File: src/rtl/multicycle_control_fsm.sv
// Sequencing controller for the multi-cycle RV32I datapath (FETCH/DECODE/EXECUTE/MEM/WB).
// Optional ILLEGAL_TRAP_EN: unknown opcodes trap until reset instead of retiring as NOPs.
module multicycle_control_fsm #(
  parameter int unsigned MEM_TIMEOUT = 15,
  parameter int unsigned CNT_W       = 32
) (
  input  logic             clk,
  input  logic             reset,
  input  logic [6:0]       opcode,
  input  logic             zero,
  input  logic             mem_ready,
  output logic [2:0]       state,
  output logic             pc_write,
  output logic             ir_write,
  output logic             mem_read,
  output logic             mem_write,
  output logic             reg_write,
  output logic             mem_to_reg,
  output logic             alu_src,
  output logic [1:0]       alu_op,
  output logic             branch_taken,
  output logic             instr_done,
  output logic             mem_error,
  output logic             illegal_instr,
  output logic [CNT_W-1:0] instr_count
);

  typedef enum logic [2:0] {
    FETCH   = 3'd0,
    DECODE  = 3'd1,
    EXECUTE = 3'd2,
    MEM     = 3'd3,
    WB      = 3'd4,
    TRAP    = 3'd5
  } state_t;

  typedef enum logic [2:0] {
    C_R   = 3'd0,
    C_LD  = 3'd1,
    C_ST  = 3'd2,
    C_BR  = 3'd3,
    C_BAD = 3'd4
  } cls_t;

  state_t     st, nxt;
  cls_t       cls_q, cls_d;
  logic [7:0] wait_cnt;
  logic       waiting;
  logic       timeout;

  always_comb begin
    cls_d = C_BAD;
    case (opcode)
      7'b0110011: cls_d = C_R;
      7'b0000011: cls_d = C_LD;
      7'b0100011: cls_d = C_ST;
      7'b1100011: cls_d = C_BR;
      default:    cls_d = C_BAD;
    endcase
  end

  // Fires on the MEM_TIMEOUT-th consecutive not-ready cycle; a ready in that cycle wins.
  assign waiting = (st == FETCH) || (st == MEM);
  assign timeout = waiting && !mem_ready && (wait_cnt == 8'(MEM_TIMEOUT - 1));

  always_comb begin
    nxt           = st;
    pc_write      = 1'b0;
    ir_write      = 1'b0;
    mem_read      = 1'b0;
    mem_write     = 1'b0;
    reg_write     = 1'b0;
    mem_to_reg    = 1'b0;
    alu_src       = 1'b0;
    alu_op        = 2'b00;
    branch_taken  = 1'b0;
    instr_done    = 1'b0;
    mem_error     = 1'b0;
    illegal_instr = 1'b0;
    case (st)
      FETCH: begin
        mem_read = 1'b1;
        if (mem_ready) begin
          ir_write = 1'b1;
          pc_write = 1'b1;
          nxt      = DECODE;
        end else if (timeout) begin
          mem_error = 1'b1;
        end
      end
      DECODE: begin
        if (cls_d == C_BAD) begin
`ifdef ILLEGAL_TRAP_EN
          nxt = TRAP;
`else
          instr_done = 1'b1;
          nxt        = FETCH;
`endif
        end else begin
          nxt = EXECUTE;
        end
      end
      EXECUTE: begin
        case (cls_q)
          C_R: begin
            alu_op = 2'b10;
            nxt    = WB;
          end
          C_LD, C_ST: begin
            alu_src = 1'b1;
            nxt     = MEM;
          end
          C_BR: begin
            alu_op       = 2'b01;
            branch_taken = zero;
            pc_write     = zero;
            instr_done   = 1'b1;
            nxt          = FETCH;
          end
          default: nxt = FETCH;
        endcase
      end
      MEM: begin
        mem_read  = (cls_q == C_LD);
        mem_write = (cls_q == C_ST);
        if (mem_ready) begin
          if (cls_q == C_LD) begin
            nxt = WB;
          end else begin
            instr_done = 1'b1;
            nxt        = FETCH;
          end
        end else if (timeout) begin
          mem_error = 1'b1;
          nxt       = FETCH;
        end
      end
      WB: begin
        reg_write  = 1'b1;
        mem_to_reg = (cls_q == C_LD);
        alu_op     = (cls_q == C_R) ? 2'b10 : 2'b00;
        instr_done = 1'b1;
        nxt        = FETCH;
      end
      TRAP: begin
`ifdef ILLEGAL_TRAP_EN
        illegal_instr = 1'b1;
        nxt           = TRAP;
`else
        nxt = FETCH;
`endif
      end
      default: nxt = FETCH;
    endcase
    // Reset drops the in-flight instruction silently, whatever state it was in.
    if (reset) begin
      pc_write      = 1'b0;
      ir_write      = 1'b0;
      mem_read      = 1'b0;
      mem_write     = 1'b0;
      reg_write     = 1'b0;
      mem_to_reg    = 1'b0;
      alu_src       = 1'b0;
      alu_op        = 2'b00;
      branch_taken  = 1'b0;
      instr_done    = 1'b0;
      mem_error     = 1'b0;
      illegal_instr = 1'b0;
    end
  end

  always_ff @(posedge clk) begin
    if (reset) begin
      st          <= FETCH;
      cls_q       <= C_R;
      wait_cnt    <= '0;
      instr_count <= '0;
    end else begin
      st <= nxt;
      if (st == DECODE) cls_q <= cls_d;
      if ((nxt != st) || mem_ready || timeout) begin
        wait_cnt <= '0;
      end else if (waiting) begin
        wait_cnt <= wait_cnt + 8'd1;
      end
      if (instr_done) instr_count <= instr_count + CNT_W'(1);
    end
  end

  assign state = st;

endmodule

File: config.mk
export PLATFORM = sky130hd
export DESIGN_NAME = multicycle_control_fsm
export DESIGN_NICKNAME = d
export VERILOG_FILES = /design/src/rtl/multicycle_control_fsm.sv
export SDC_FILE = /design/constraint.sdc
export NUM_CORES = 1
export LEC_CHECK = 0
export ABC_CLOCK_PERIOD_IN_PS = 2650
export BUFFER_PORTS_ARGS = -buffer_cell sky130_fd_sc_hd__buf_4
export CORE_MARGIN = 10
export CORE_UTILIZATION = 45
export DETAILED_ROUTE_END_ITERATION = 16
export HOLD_SLACK_MARGIN = 0.08
export PLACE_DENSITY = 0.65
export SYNTH_ARGS = -nofsm -noshare
export SYNTH_HDL_FRONTEND = slang
export SYNTH_SLANG_ARGS = --single-unit
File: constraint.sdc
create_clock -name clk -period 2.65 [get_ports clk]
set_clock_uncertainty 0.1 [all_clocks]
set_input_delay 0.265 -clock clk [delete_from_list [all_inputs] [get_ports clk]]
set_output_delay 0.265 -clock clk [all_outputs]
set_load 0.005 [all_outputs]
==> results of run 1 <==
==> layout make-up <==
cell class                 count  area (um^2)
inverter                       1         3.75
timing repair buffer          64          505
fill                         585         2650
multi-input combinational    277         1780
clock inverter                 2         37.5
tap                           75         93.8
sequential                    46          921
clock buffer                   6         72.6
==> layout by cell type, fill, tap and decap left out, drive strengths merged, types with 2 or more instances in the layout <==
master / n
nor3: 12
nand2b: 8
nand3: 20
and4: 5
nor2: 46
a211oi: 7
a2111oi: 2
buf: 64
or2: 2
nor4: 5
xnor2: 3
clkbuf: 6
xor2: 6
ha: 3
dfxtp: 46
and3: 9
a21oi: 30
nand4: 15
nand2: 18
and2: 6
mux2: 28
nor2b: 30
==> sequential cells by signal (all words and copies together) (netlist names) <==
register / count
wait_cnt: 8
instr_count: 32
cls_q: 3
state: 3
==> worst max path at each step <==
stage | startpoint | endpoint | slack (ns) | cells past startpoint
finish | state[2]$_SDFF_PP0_ | pc_write | 0.34 | 6
global route | state[2]$_SDFF_PP0_ | pc_write | 0.18 | 6
CTS | state[2]$_SDFF_PP0_ | pc_write | 0.32 | 6
detailed placement | state[2]$_SDFF_PP0_ | instr_count[29]$_SDFFE_PP0P_ | 0.46 | 6
global placement | state[2]$_SDFF_PP0_ | instr_count[29]$_SDFFE_PP0P_ | 0.51 | 6
floorplan | state[2]$_SDFF_PP0_ | instr_count[29]$_SDFFE_PP0P_ | 0.62 | 7
==> metal layers <==
metal | track usage, % | vias up | wire [um]
met3 | 4.22 | 6 | 437
met4 | 3.20 | 0 | 59
met2 | 20.4 | 67 | 3110
met1 | 17.4 | 1204 | 3190
li1 | - | 1331 | -
met5 | 0 | - | 0
==> report_power, final <==
part	total (mW)	leakage [nW]	switching (mW)	internal, mW
sequential	0.704	0.371	0.00781	0.696
combinational	0.102	0.941	0.0587	0.0434
clock	0.519	0.0514	0.238	0.282
==> cells by family (layout without fill, tap and decap cells) <==
group | after synthesis | after routing | synth area share [%]
and+or+nand+nor | 184 | 184 | 34.8
AOI/OAI and AO/OA | 51 | 51 | 11.8
DFF | 46 | 46 | 32.2
muxes | 29 | 29 | 11.4
buffers and inverters | 29 | 73 | 5.60
xor gates and xnor gates | 9 | 9 | 2.76
adders and majority gates | 3 | 3 | 1.31
other | 1 | 1 | 0.131
==> critical path, stage by stage (launching register included) <==
cell and delay (ns):
sky130_fd_sc_hd__dfxtp_1 0.55, sky130_fd_sc_hd__and2b_1 0.26, sky130_fd_sc_hd__nand4b_1 0.12, sky130_fd_sc_hd__nor3_1 0.08
sky130_fd_sc_hd__and2_1 0.20, sky130_fd_sc_hd__or2_2 0.30, sky130_fd_sc_hd__buf_4 0.14
==> per-stage QoR <==
step                power (mW)  cell area [um^2]  cells
floorplan                0.789              2860    352
global placement         0.822              3300    463
detailed placement       0.823              3300    463
CTS                       1.35              3410    471
global route              1.40              3410    471
finish                    1.33              3410    471
==> flow_metrics.env, run 1 <==
export IMPL_status="completed"
export IMPL_htree_num_levels=2
export IMPL_post_cts_buffers=0
export IMPL_worst_ep_required_time_ns=2.29
export IMPL_grt_use_total_pct=13.2
export IMPL_cap_viol_max_count=0
export IMPL_drt_pre_antenna_iters=4
export IMPL_synth_edff_count=0
export IMPL_synth_top_cell_area_share_pct=32.2
export IMPL_antennaDiodeCount=0
export IMPL_pre_cts_ws_ns=0.461
export IMPL_cts_buffers=5
export IMPL_ys_seq_area_share_pct=32.2
export IMPL_number_of_antenna_violations_at_the_first_check_in_global_routing=0
export IMPL_design_die_area_um2=9950
export IMPL_synth_warnings=0
export IMPL_routed_wl_um=6800
export IMPL_r2r_cells=6
export IMPL_layout_nets=409
export IMPL_final_min_period_over_clock_period_pct=87.3
export IMPL_arrival_ns=1.95
export IMPL_via_count=2608
export IMPL_vdd_ir_drop_worst_uv=245
export IMPL_floorplan_core_area_um2=6060
export IMPL_remaining_overflow_grt=0
export IMPL_post_drt_wl_per_cell_um=14.4
export IMPL_drive_above_1_share_pct=26.3
export IMPL_initial_core_util_pct=47.2
export IMPL_clock_root_buffer="sky130_fd_sc_hd__clkbuf_8"
export IMPL_critical_path_reg2reg_startpoint="state[2]$_SDFF_PP0_"
export IMPL_yosysTopAreaCell="sky130_fd_sc_hd__dfxtp_1"
export IMPL_worst_hold_path_num_cells=3
export IMPL_startpoint_type="flip-flop"
export IMPL_yosysUniqueCellTypes=52
export IMPL_remaining_drc_errors=0
export IMPL_cts_max_path_buffers=2
export IMPL_fp_dieH_um=99.7
export IMPL_cts_sink_count=46
export IMPL_via_count_of_the_first_global_routing_pass=2328
export IMPL_global_route_wire_length_before_repair_um=11300
export IMPL_whs_ns=0.146
export IMPL_finalWeightedCongestion=0.801
export IMPL_grt_setup_unrepaired="false"
export IMPL_synth_area_leaders="sky130_fd_sc_hd__dfxtp_1, sky130_fd_sc_hd__mux2_2, sky130_fd_sc_hd__nor2b_1"
export IMPL_synthArstFlopShare_pct=0
export IMPL_ctsResizeCount=0
export IMPL_place_port_buffers=57
export IMPL_rows=28
export IMPL_power_per_cell_area_nw_per_um2=388
export IMPL_path_class="reg2out"
export IMPL_routed_antenna_nets=0
export IMPL_leakagePower_nw=1.36
export IMPL_synth_fp_nets=366
export IMPL_finalSetupViolCount=0
export IMPL_reg_to_reg_critical_path_endpoint="instr_count[29]$_SDFFE_PP0P_"
export IMPL_type_of_the_worst_min_delay_path="in2reg"
export IMPL_report_final_slew_viol_count=0
export IMPL_grt_max_degree=51
export IMPL_setup_ws_ns=0.337
export IMPL_flow_area_growth_from_synthesis_pct=19.3
export IMPL_top_level_ports=59
export IMPL_max_freq_ghz=0.432
export IMPL_worst_slew_margin_rel_pct=57.2
export IMPL_synth_ff_latch_count=46
export IMPL_r2r_setup_slack_ns=0.46
export IMPL_layout_core_utilization_pct=56.3
export IMPL_timing_worst_slew_pin_value_ns=0.641
export IMPL_worst_hold_path_endpoint="cls_q[1]$_SDFFE_PP0N_"
export IMPL_path_max_fanout=12
export IMPL_period_minus_slack_ns=2.31
export IMPL_avgSynthCellArea_um2=8.13
export IMPL_leading_register_cell_type_out_of_synthesis="sky130_fd_sc_hd__dfxtp_1"
export IMPL_avgViaCountPerCell=5.54
export IMPL_die_x_um=99.7
export IMPL_synth_cells=352
export IMPL_combined_area_of_all_synthesized_cells_um2=2860
export IMPL_final_setup_tns_ns=0
export IMPL_insertion_delay_ns=0.30
export IMPL_cts_hold_buffers=0
export IMPL_hp_start="opcode[5]"
export IMPL_finalHoldViolations=0
export IMPL_synth_cells_most_frequent="sky130_fd_sc_hd__dfxtp_1, sky130_fd_sc_hd__nor2_1, sky130_fd_sc_hd__a21oi_1, sky130_fd_sc_hd__nor2b_1, sky130_fd_sc_hd__mux2_2"
export IMPL_worst_setup_hold_path_clk_slew_ns=0.09
export IMPL_initialDrtViolationCount=129
export IMPL_tritoncts="built"
export IMPL_dpl_hpwl_um=4990
export IMPL_endpoint_kind="output pin"
Power figures use the tool's default switching activity.
==> run 2: changes to the inputs <==
--- a/config.mk
+++ b/config.mk
@@ -5,13 +5,15 @@
 export SDC_FILE = /design/constraint.sdc
 export NUM_CORES = 1
 export LEC_CHECK = 0
+export ABC_AREA = 1
 export ABC_CLOCK_PERIOD_IN_PS = 2650
 export BUFFER_PORTS_ARGS = -buffer_cell sky130_fd_sc_hd__buf_4
 export CORE_MARGIN = 10
 export CORE_UTILIZATION = 45
+export CTS_CLUSTER_DIAMETER = 150
 export DETAILED_ROUTE_END_ITERATION = 16
 export HOLD_SLACK_MARGIN = 0.08
-export PLACE_DENSITY = 0.65
+export PLACE_DENSITY = 0.64
 export SYNTH_ARGS = -nofsm -noshare
 export SYNTH_HDL_FRONTEND = slang
 export SYNTH_SLANG_ARGS = --single-unit
==> run 2 against run 1 <==
  * Clock power rose by 6.2%
  * Critical path type unchanged
  * Via count grew 24%
  * Die area increased by 5.0%
  * Synthesized cell count increased by 46%
  * Worst hold slack got worse by 0.010 ns
  * Design area up 5.2%
  * Critical path depth grew 1
  * Maximum frequency up 2.4%
  * Largest cell class unchanged
  * Final cell count increased by 37%
==> flow_metrics.env, run 2 <==
export IMPL_die_x_um=102
export IMPL_largest_reg_flops=32
export IMPL_path_cells="nand2_1, nor2_2, nand2_2, nand2_1, nor2_4, a21oi_4, buf_4"
export IMPL_synth_cells_most_frequent="sky130_fd_sc_hd__nand2_1, sky130_fd_sc_hd__nor2_1, sky130_fd_sc_hd__dfxtp_1"
export IMPL_power_frac_seq_pct=52.0
export IMPL_power_share_combinational_pct=7.1
export IMPL_drt_pre_antenna_iters=4
export IMPL_grt_max_degree=41
export IMPL_leading_register_cell_type_out_of_synthesis="sky130_fd_sc_hd__dfxtp_1"
export IMPL_endpoint_kind="output pin"
export IMPL_synth_cells=515
export IMPL_most_common_cell_after_layout_fill_and_taps_aside="sky130_fd_sc_hd__nand2_1"
export IMPL_rows=29
export IMPL_hp_start="opcode[5]"
export IMPL_critical_path_reg2reg_startpoint="instr_count[0]$_SDFFE_PP0P_"
export IMPL_critical_path_top_cell_by_count="sky130_fd_sc_hd__nand2_1"
export IMPL_global_route_wire_length_before_repair_um=13800
export IMPL_yosysMostFrequentCell="sky130_fd_sc_hd__nand2_1"
export IMPL_final_cell_mix="sky130_fd_sc_hd__nand2_1, sky130_fd_sc_hd__nor2_1, sky130_fd_sc_hd__buf_4"
export IMPL_combined_area_of_all_synthesized_cells_um2=3040
export IMPL_clock_root_buffer="sky130_fd_sc_hd__clkbuf_8"
export IMPL_via_count=3234
export IMPL_report_final_slew_viol_count=0
export IMPL_max_stage_delay_ns=0.47
export IMPL_routed_wl_um=8380
export IMPL_synth_top_cell_area_share_pct=30.3
export IMPL_arrival_ns=1.89
export IMPL_ctsResizeCount=0
export IMPL_status="completed"
export IMPL_remaining_drc_errors=0
export IMPL_post_drt_wl_per_cell_um=13.0
export IMPL_synth_edff_count=0
export IMPL_flow_area_growth_from_synthesis_pct=18.2
export IMPL_layout_nets=582
export IMPL_cts_buffers=5
export IMPL_p_sw_mw=0.337
export IMPL_place_port_buffers=57
export IMPL_antennaDiodeCount=0
export IMPL_critical_path_n_buffers_inverters=1
export IMPL_power_per_cell_area_nw_per_um2=375
export IMPL_finalHoldViolations=0
export IMPL_dpl_hpwl_um=6470
export IMPL_number_of_antenna_violations_at_the_first_check_in_global_routing=0
export IMPL_crit_start="state[1]$_SDFF_PP0_"
export IMPL_synth_warnings=0
export IMPL_type_of_the_worst_min_delay_path="in2reg"
export IMPL_cts_max_path_buffers=2
export IMPL_register_containing_the_most_flip_flops_in_the_final_layout="instr_count"
export IMPL_cts_sink_count=46
export IMPL_ys_seq_area_share_pct=30.3
export IMPL_synth_ff_latch_count=46
export IMPL_worst_setup_hold_path_clk_slew_ns=0.10
export IMPL_floorplan_core_area_um2=6460
export IMPL_htree_num_levels=2
export IMPL_path_max_fanout=16
export IMPL_initialDrtViolationCount=104
export IMPL_finalSetupViolCount=0
export IMPL_design_die_area_um2=10400
export IMPL_top_level_ports=59
export IMPL_synth_fp_nets=529
export IMPL_yosysUniqueCellTypes=32
export IMPL_cap_viol_max_count=0
export IMPL_vdd_ir_drop_worst_uv=234
export IMPL_initial_core_util_pct=47.0
export IMPL_cp_slowest_cell="sky130_fd_sc_hd__dfxtp_1"
export IMPL_path_class="reg2out"
export IMPL_clockPowerShare_pct=40.9
export IMPL_cts_hold_buffers=0
export IMPL_biggestRegsByFlops="instr_count: 32 flops, wait_cnt: 8 flops"
export IMPL_max_freq_ghz=0.443
export IMPL_finalWeightedCongestion=0.912
export IMPL_via_count_of_the_first_global_routing_pass=2918
export IMPL_drive_above_1_share_pct=13.5
export IMPL_grt_use_total_pct=16.2
export IMPL_worst_ep_required_time_ns=2.29
export IMPL_critical_path_top_delay_family="simple AND/OR/NAND/NOR gates"
export IMPL_fp_dieH_um=102
export IMPL_avgViaCountPerCell=5.01
export IMPL_leakagePower_nw=1.44
export IMPL_period_minus_slack_ns=2.26
export IMPL_post_cts_buffers=0
export IMPL_final_setup_tns_ns=0
export IMPL_tritoncts="built"
export IMPL_synth_area_leaders="sky130_fd_sc_hd__dfxtp_1, sky130_fd_sc_hd__nand2_1, sky130_fd_sc_hd__nor2_1"
export IMPL_cell_internal_pwr_mw=1.01
export IMPL_power_switching_fraction_pct=25.1
export IMPL_grt_setup_unrepaired="false"
export IMPL_routed_antenna_nets=0
export IMPL_remaining_overflow_grt=0
export IMPL_layout_core_utilization_pct=55.6
export IMPL_final_min_period_over_clock_period_pct=85.2
export IMPL_yosysTopAreaCell="sky130_fd_sc_hd__dfxtp_1"
export IMPL_avgSynthCellArea_um2=5.90
export IMPL_startpoint_type="flip-flop"
export IMPL_insertion_delay_ns=0.31
export IMPL_synthArstFlopShare_pct=0
[run 2: path summary, 6_finish.rpt]
check	to	depth (start not counted)	slack, ns
setup reg to reg	instr_count[20]$_SDFFE_PP0P_	11	0.71
hold / removal	cls_q[1]$_SDFFE_PP0N_	3	0.14
setup / recovery	instr_done	7	0.39
hold reg to reg	cls_q[0]$_SDFFE_PP0N_	2	0.41
[run 2: cell families (layout without fill, tap and decap cells)]
family / count (synthesis) / count (layout) / synth area share [%]
adders and majority gates: 3 / 3 / 1.24
xor gates and xnor gates: 11 / 11 / 3.17
buffers and inverters: 58 / 112 / 8.69
and+or+nand+nor: 350 / 350 / 48.4
other: 1 / 1 / 0.123
AOI/OAI and AO/OA: 46 / 46 / 8.11
DFF: 46 / 46 / 30.3
[run 2: cell type report]
type | count | area, um^2
inverters | 46 | 173
flip-flops and latches | 46 | 921
fillers | 680 | 2870
repair buffers | 58 | 435
well taps | 77 | 96.3
multi-input cells | 411 | 1850
clock inverters | 3 | 45.0
clock buffers | 5 | 68.8
[run 2: layer usage]
| metal | vias up | part of all wire [%] | global-route usage [%] |
|---|---|---|---|
| li1 | 1713 | - | - |
| met1 | 1435 | 43 | 19.0 |
| met2 | 77 | 47 | 28.1 |
| met3 | 9 | 7.5 | 4.66 |
| met4 | 0 | 1.6 | 4.34 |
| met5 | - | 0 | 0 |
[run 2: per-stage QoR]
stage               hold WS, ns  instances  setup WS, ns  power, mW  cell area [um^2]
finish                    0.136        646         0.392       1.35              3590
CTS                       0.124        646         0.380       1.36              3590
global placement          0.398        638         0.749      0.810              3480
floorplan                 0.307        515          1.05      0.781              3040
global route              0.161        646         0.187       1.40              3590
detailed placement        0.399        638         0.723      0.811              3480
[run 2: power by group through the flow]
stage	registers, mW	logic [mW]	clock network, mW
global route	0.700	0.107	0.594
floorplan	0.715	0.0660	0
finish	0.699	0.0954	0.551
global placement	0.715	0.0944	0
CTS	0.699	0.0957	0.563
detailed placement	0.716	0.0954	0
[run 2: worst reg2reg max path: stages (launching register included)]
cell                      delay [ns]
sky130_fd_sc_hd__dfxtp_1        0.42
sky130_fd_sc_hd__ha_1           0.29
sky130_fd_sc_hd__nand3_1        0.16
sky130_fd_sc_hd__inv_1          0.13
sky130_fd_sc_hd__nand2_1        0.12
sky130_fd_sc_hd__inv_1          0.21
sky130_fd_sc_hd__nand3_1        0.11
sky130_fd_sc_hd__nor2_1         0.09
sky130_fd_sc_hd__nand2_1        0.07
sky130_fd_sc_hd__nand2_1        0.07
sky130_fd_sc_hd__nand2_1        0.04
sky130_fd_sc_hd__nor2_1         0.08
==> run 3: changes to the inputs <==
--- a/config.mk
+++ b/config.mk
@@ -6,7 +6,7 @@
 export NUM_CORES = 1
 export LEC_CHECK = 0
 export ABC_AREA = 1
-export ABC_CLOCK_PERIOD_IN_PS = 2650
+export ABC_CLOCK_PERIOD_IN_PS = 2500
 export BUFFER_PORTS_ARGS = -buffer_cell sky130_fd_sc_hd__buf_4
 export CORE_MARGIN = 10
 export CORE_UTILIZATION = 45
==> constraint.sdc (replaced) <==
create_clock -name clk -period 2.5 [get_ports clk]
set_clock_uncertainty 0.1 [all_clocks]
set_input_delay 0.25 -clock clk [delete_from_list [all_inputs] [get_ports clk]]
set_output_delay 0.25 -clock clk [all_outputs]
set_load 0.005 [all_outputs]
==> run 3 against run 2 <==
  * Design area did not move
  * Combinational power rose by 7%
  * Clock-buffer cell count did not move
  * Global-route usage rose by 0.33 points
  * Via count rose by 1.3%
  * Wire length rose by 2.2%
  * First-iteration DRC count rose by 51%
  * Core utilization did not move
  * Critical path depth did not move
  * Critical endpoint unchanged
==> flow_metrics.env, run 3 (synthesized netlist as in run 2, its figures left out) <==
export IMPL_via_count_of_the_first_global_routing_pass=2986
export IMPL_arrival_ns=1.90
export IMPL_filler_cell_count=700
export IMPL_type_of_the_worst_min_delay_path="in2reg"
export IMPL_layout_area_seq_um2=921
export IMPL_post_drt_wl_per_cell_um=13.3
export IMPL_design_die_area_um2=10400
export IMPL_endpoint_kind="output pin"
export IMPL_power_per_cell_area_nw_per_um2=397
export IMPL_floorplan_core_area_um2=6460
export IMPL_insertion_delay_ns=0.31
export IMPL_leakagePower_nw=1.44
export IMPL_layout_nets=582
export IMPL_avgViaCountPerCell=5.07
export IMPL_fp_dieH_um=102
export IMPL_worst_setup_hold_path_clk_slew_ns=0.10
export IMPL_remaining_drc_errors=0
export IMPL_flow_area_growth_from_synthesis_pct=18.2
export IMPL_largest_reg_flops=32
export IMPL_instances_no_fill=646
export IMPL_post_cts_buffers=0
export IMPL_status="completed"
export IMPL_cts_hold_buffers=0
export IMPL_grt_use_total_pct=16.5
export IMPL_via_count=3276
export IMPL_path_max_fanout=16
export IMPL_finalWeightedCongestion=0.908
export IMPL_path_class="reg2out"
export IMPL_rows=29
export IMPL_period_minus_slack_ns=2.25
export IMPL_final_setup_tns_ns=0
export IMPL_vdd_ir_drop_worst_uv=230
export IMPL_cts_buffers=5
export IMPL_grt_max_degree=41
export IMPL_biggestRegsByFlops="instr_count: 32 flops, wait_cnt: 8 flops"
export IMPL_final_min_period_over_clock_period_pct=89.9
export IMPL_dp_cells=638
export IMPL_startpoint_type="flip-flop"
export IMPL_grt_setup_unrepaired="false"
export IMPL_antennaDiodeCount=0
export IMPL_remaining_overflow_grt=0
export IMPL_ctsResizeCount=0
export IMPL_routed_antenna_nets=0
export IMPL_cap_viol_max_count=0
export IMPL_totalPowerFinal_mw=1.43
export IMPL_report_final_slew_viol_count=0
export IMPL_htree_num_levels=2
export IMPL_initial_core_util_pct=47.0
export IMPL_max_freq_ghz=0.445
export IMPL_whs_ns=0.107
export IMPL_tritoncts="built"
export IMPL_die_x_um=102
export IMPL_worst_ep_required_time_ns=2.15
export IMPL_cts_max_path_buffers=2
export IMPL_finalSetupViolCount=0
export IMPL_place_port_buffers=57
export IMPL_routed_wl_um=8570
export IMPL_multi_input_area_um2=1850
export IMPL_final_cell_mix="sky130_fd_sc_hd__nand2_1, sky130_fd_sc_hd__nor2_1, sky130_fd_sc_hd__buf_4"
export IMPL_top_level_ports=59
export IMPL_clock_root_buffer="sky130_fd_sc_hd__clkbuf_8"
export IMPL_drive_above_1_share_pct=13.5
export IMPL_register_containing_the_most_flip_flops_in_the_final_layout="instr_count"
export IMPL_finalHoldViolations=0
export IMPL_most_common_cell_after_layout_fill_and_taps_aside="sky130_fd_sc_hd__nand2_1"
export IMPL_dpl_hpwl_um=6510
export IMPL_drt_pre_antenna_iters=4
export IMPL_cts_sink_count=46
export IMPL_number_of_antenna_violations_at_the_first_check_in_global_routing=0
export IMPL_global_route_wire_length_before_repair_um=14000
export IMPL_initialDrtViolationCount=157
-- run 3: report_power, final --
| group | internal, mW | total [mW] | switching (mW) |
|---|---|---|---|
| sequential | 0.736 | 0.741 | 0.00488 |
| clock | 0.298 | 0.584 | 0.286 |
| combinational | 0.0342 | 0.102 | 0.0675 |
| total | 1.07 | 1.43 | 0.358 |
-- run 3: cell type report --
| type | instances | area share [%] |
|---|---|---|
| clock buffers | 5 | 1.92 |
| repair buffers | 58 | 12.1 |
| clock inverters | 3 | 1.25 |
| multi-input cells | 411 | 51.6 |
| well taps | 77 | 2.68 |
| inverters | 46 | 4.81 |
| flip-flops and latches | 46 | 25.6 |
-- run 3: layer usage --
metal,up-vias,GRT usage [%],share of wire (%),wire length (um)
met3,12,4.45,6.6,568
met1,1465,18.8,43,3670
met4,0,4.77,1.8,157
met2,79,29.5,49,4170
met5,-,0,0,0
li1,1720,-,-,-
-- run 3: path summary, 6_finish.rpt --
check,startpoint,end,slack [ns],cells after the start
worst max register to register,state[1]$_SDFF_PP0_,instr_count[9]$_SDFFE_PP0P_,0.59,8
worst min-delay path,opcode[5],cls_q[1]$_SDFFE_PP0N_,0.11,3
worst min register to register,instr_count[31]$_SDFFE_PP0P_,instr_count[31]$_SDFFE_PP0P_,0.41,2
worst max-delay path,state[1]$_SDFF_PP0_,instr_done,0.25,7
-- run 3: stage by stage --
stage	worst slack, ns	utilization [%]	instance area [um^2]
after CTS	0.214	55.6	3590
after floorplan	0.895	-	3040
after global routing	0.0360	55.6	3590
final	0.253	55.6	3590
after detailed placement	0.570	53.9	3480
after global placement	0.581	53.9	3480
-- run 3: critical path, cell delays in order (launching register included) --
cell	delay, ns
sky130_fd_sc_hd__dfxtp_1	0.47
sky130_fd_sc_hd__nand2_1	0.10
sky130_fd_sc_hd__nor2_2	0.16
sky130_fd_sc_hd__nand2_2	0.09
sky130_fd_sc_hd__nand2_1	0.11
sky130_fd_sc_hd__nor2_4	0.06
sky130_fd_sc_hd__a21oi_4	0.40
sky130_fd_sc_hd__buf_4	0.20
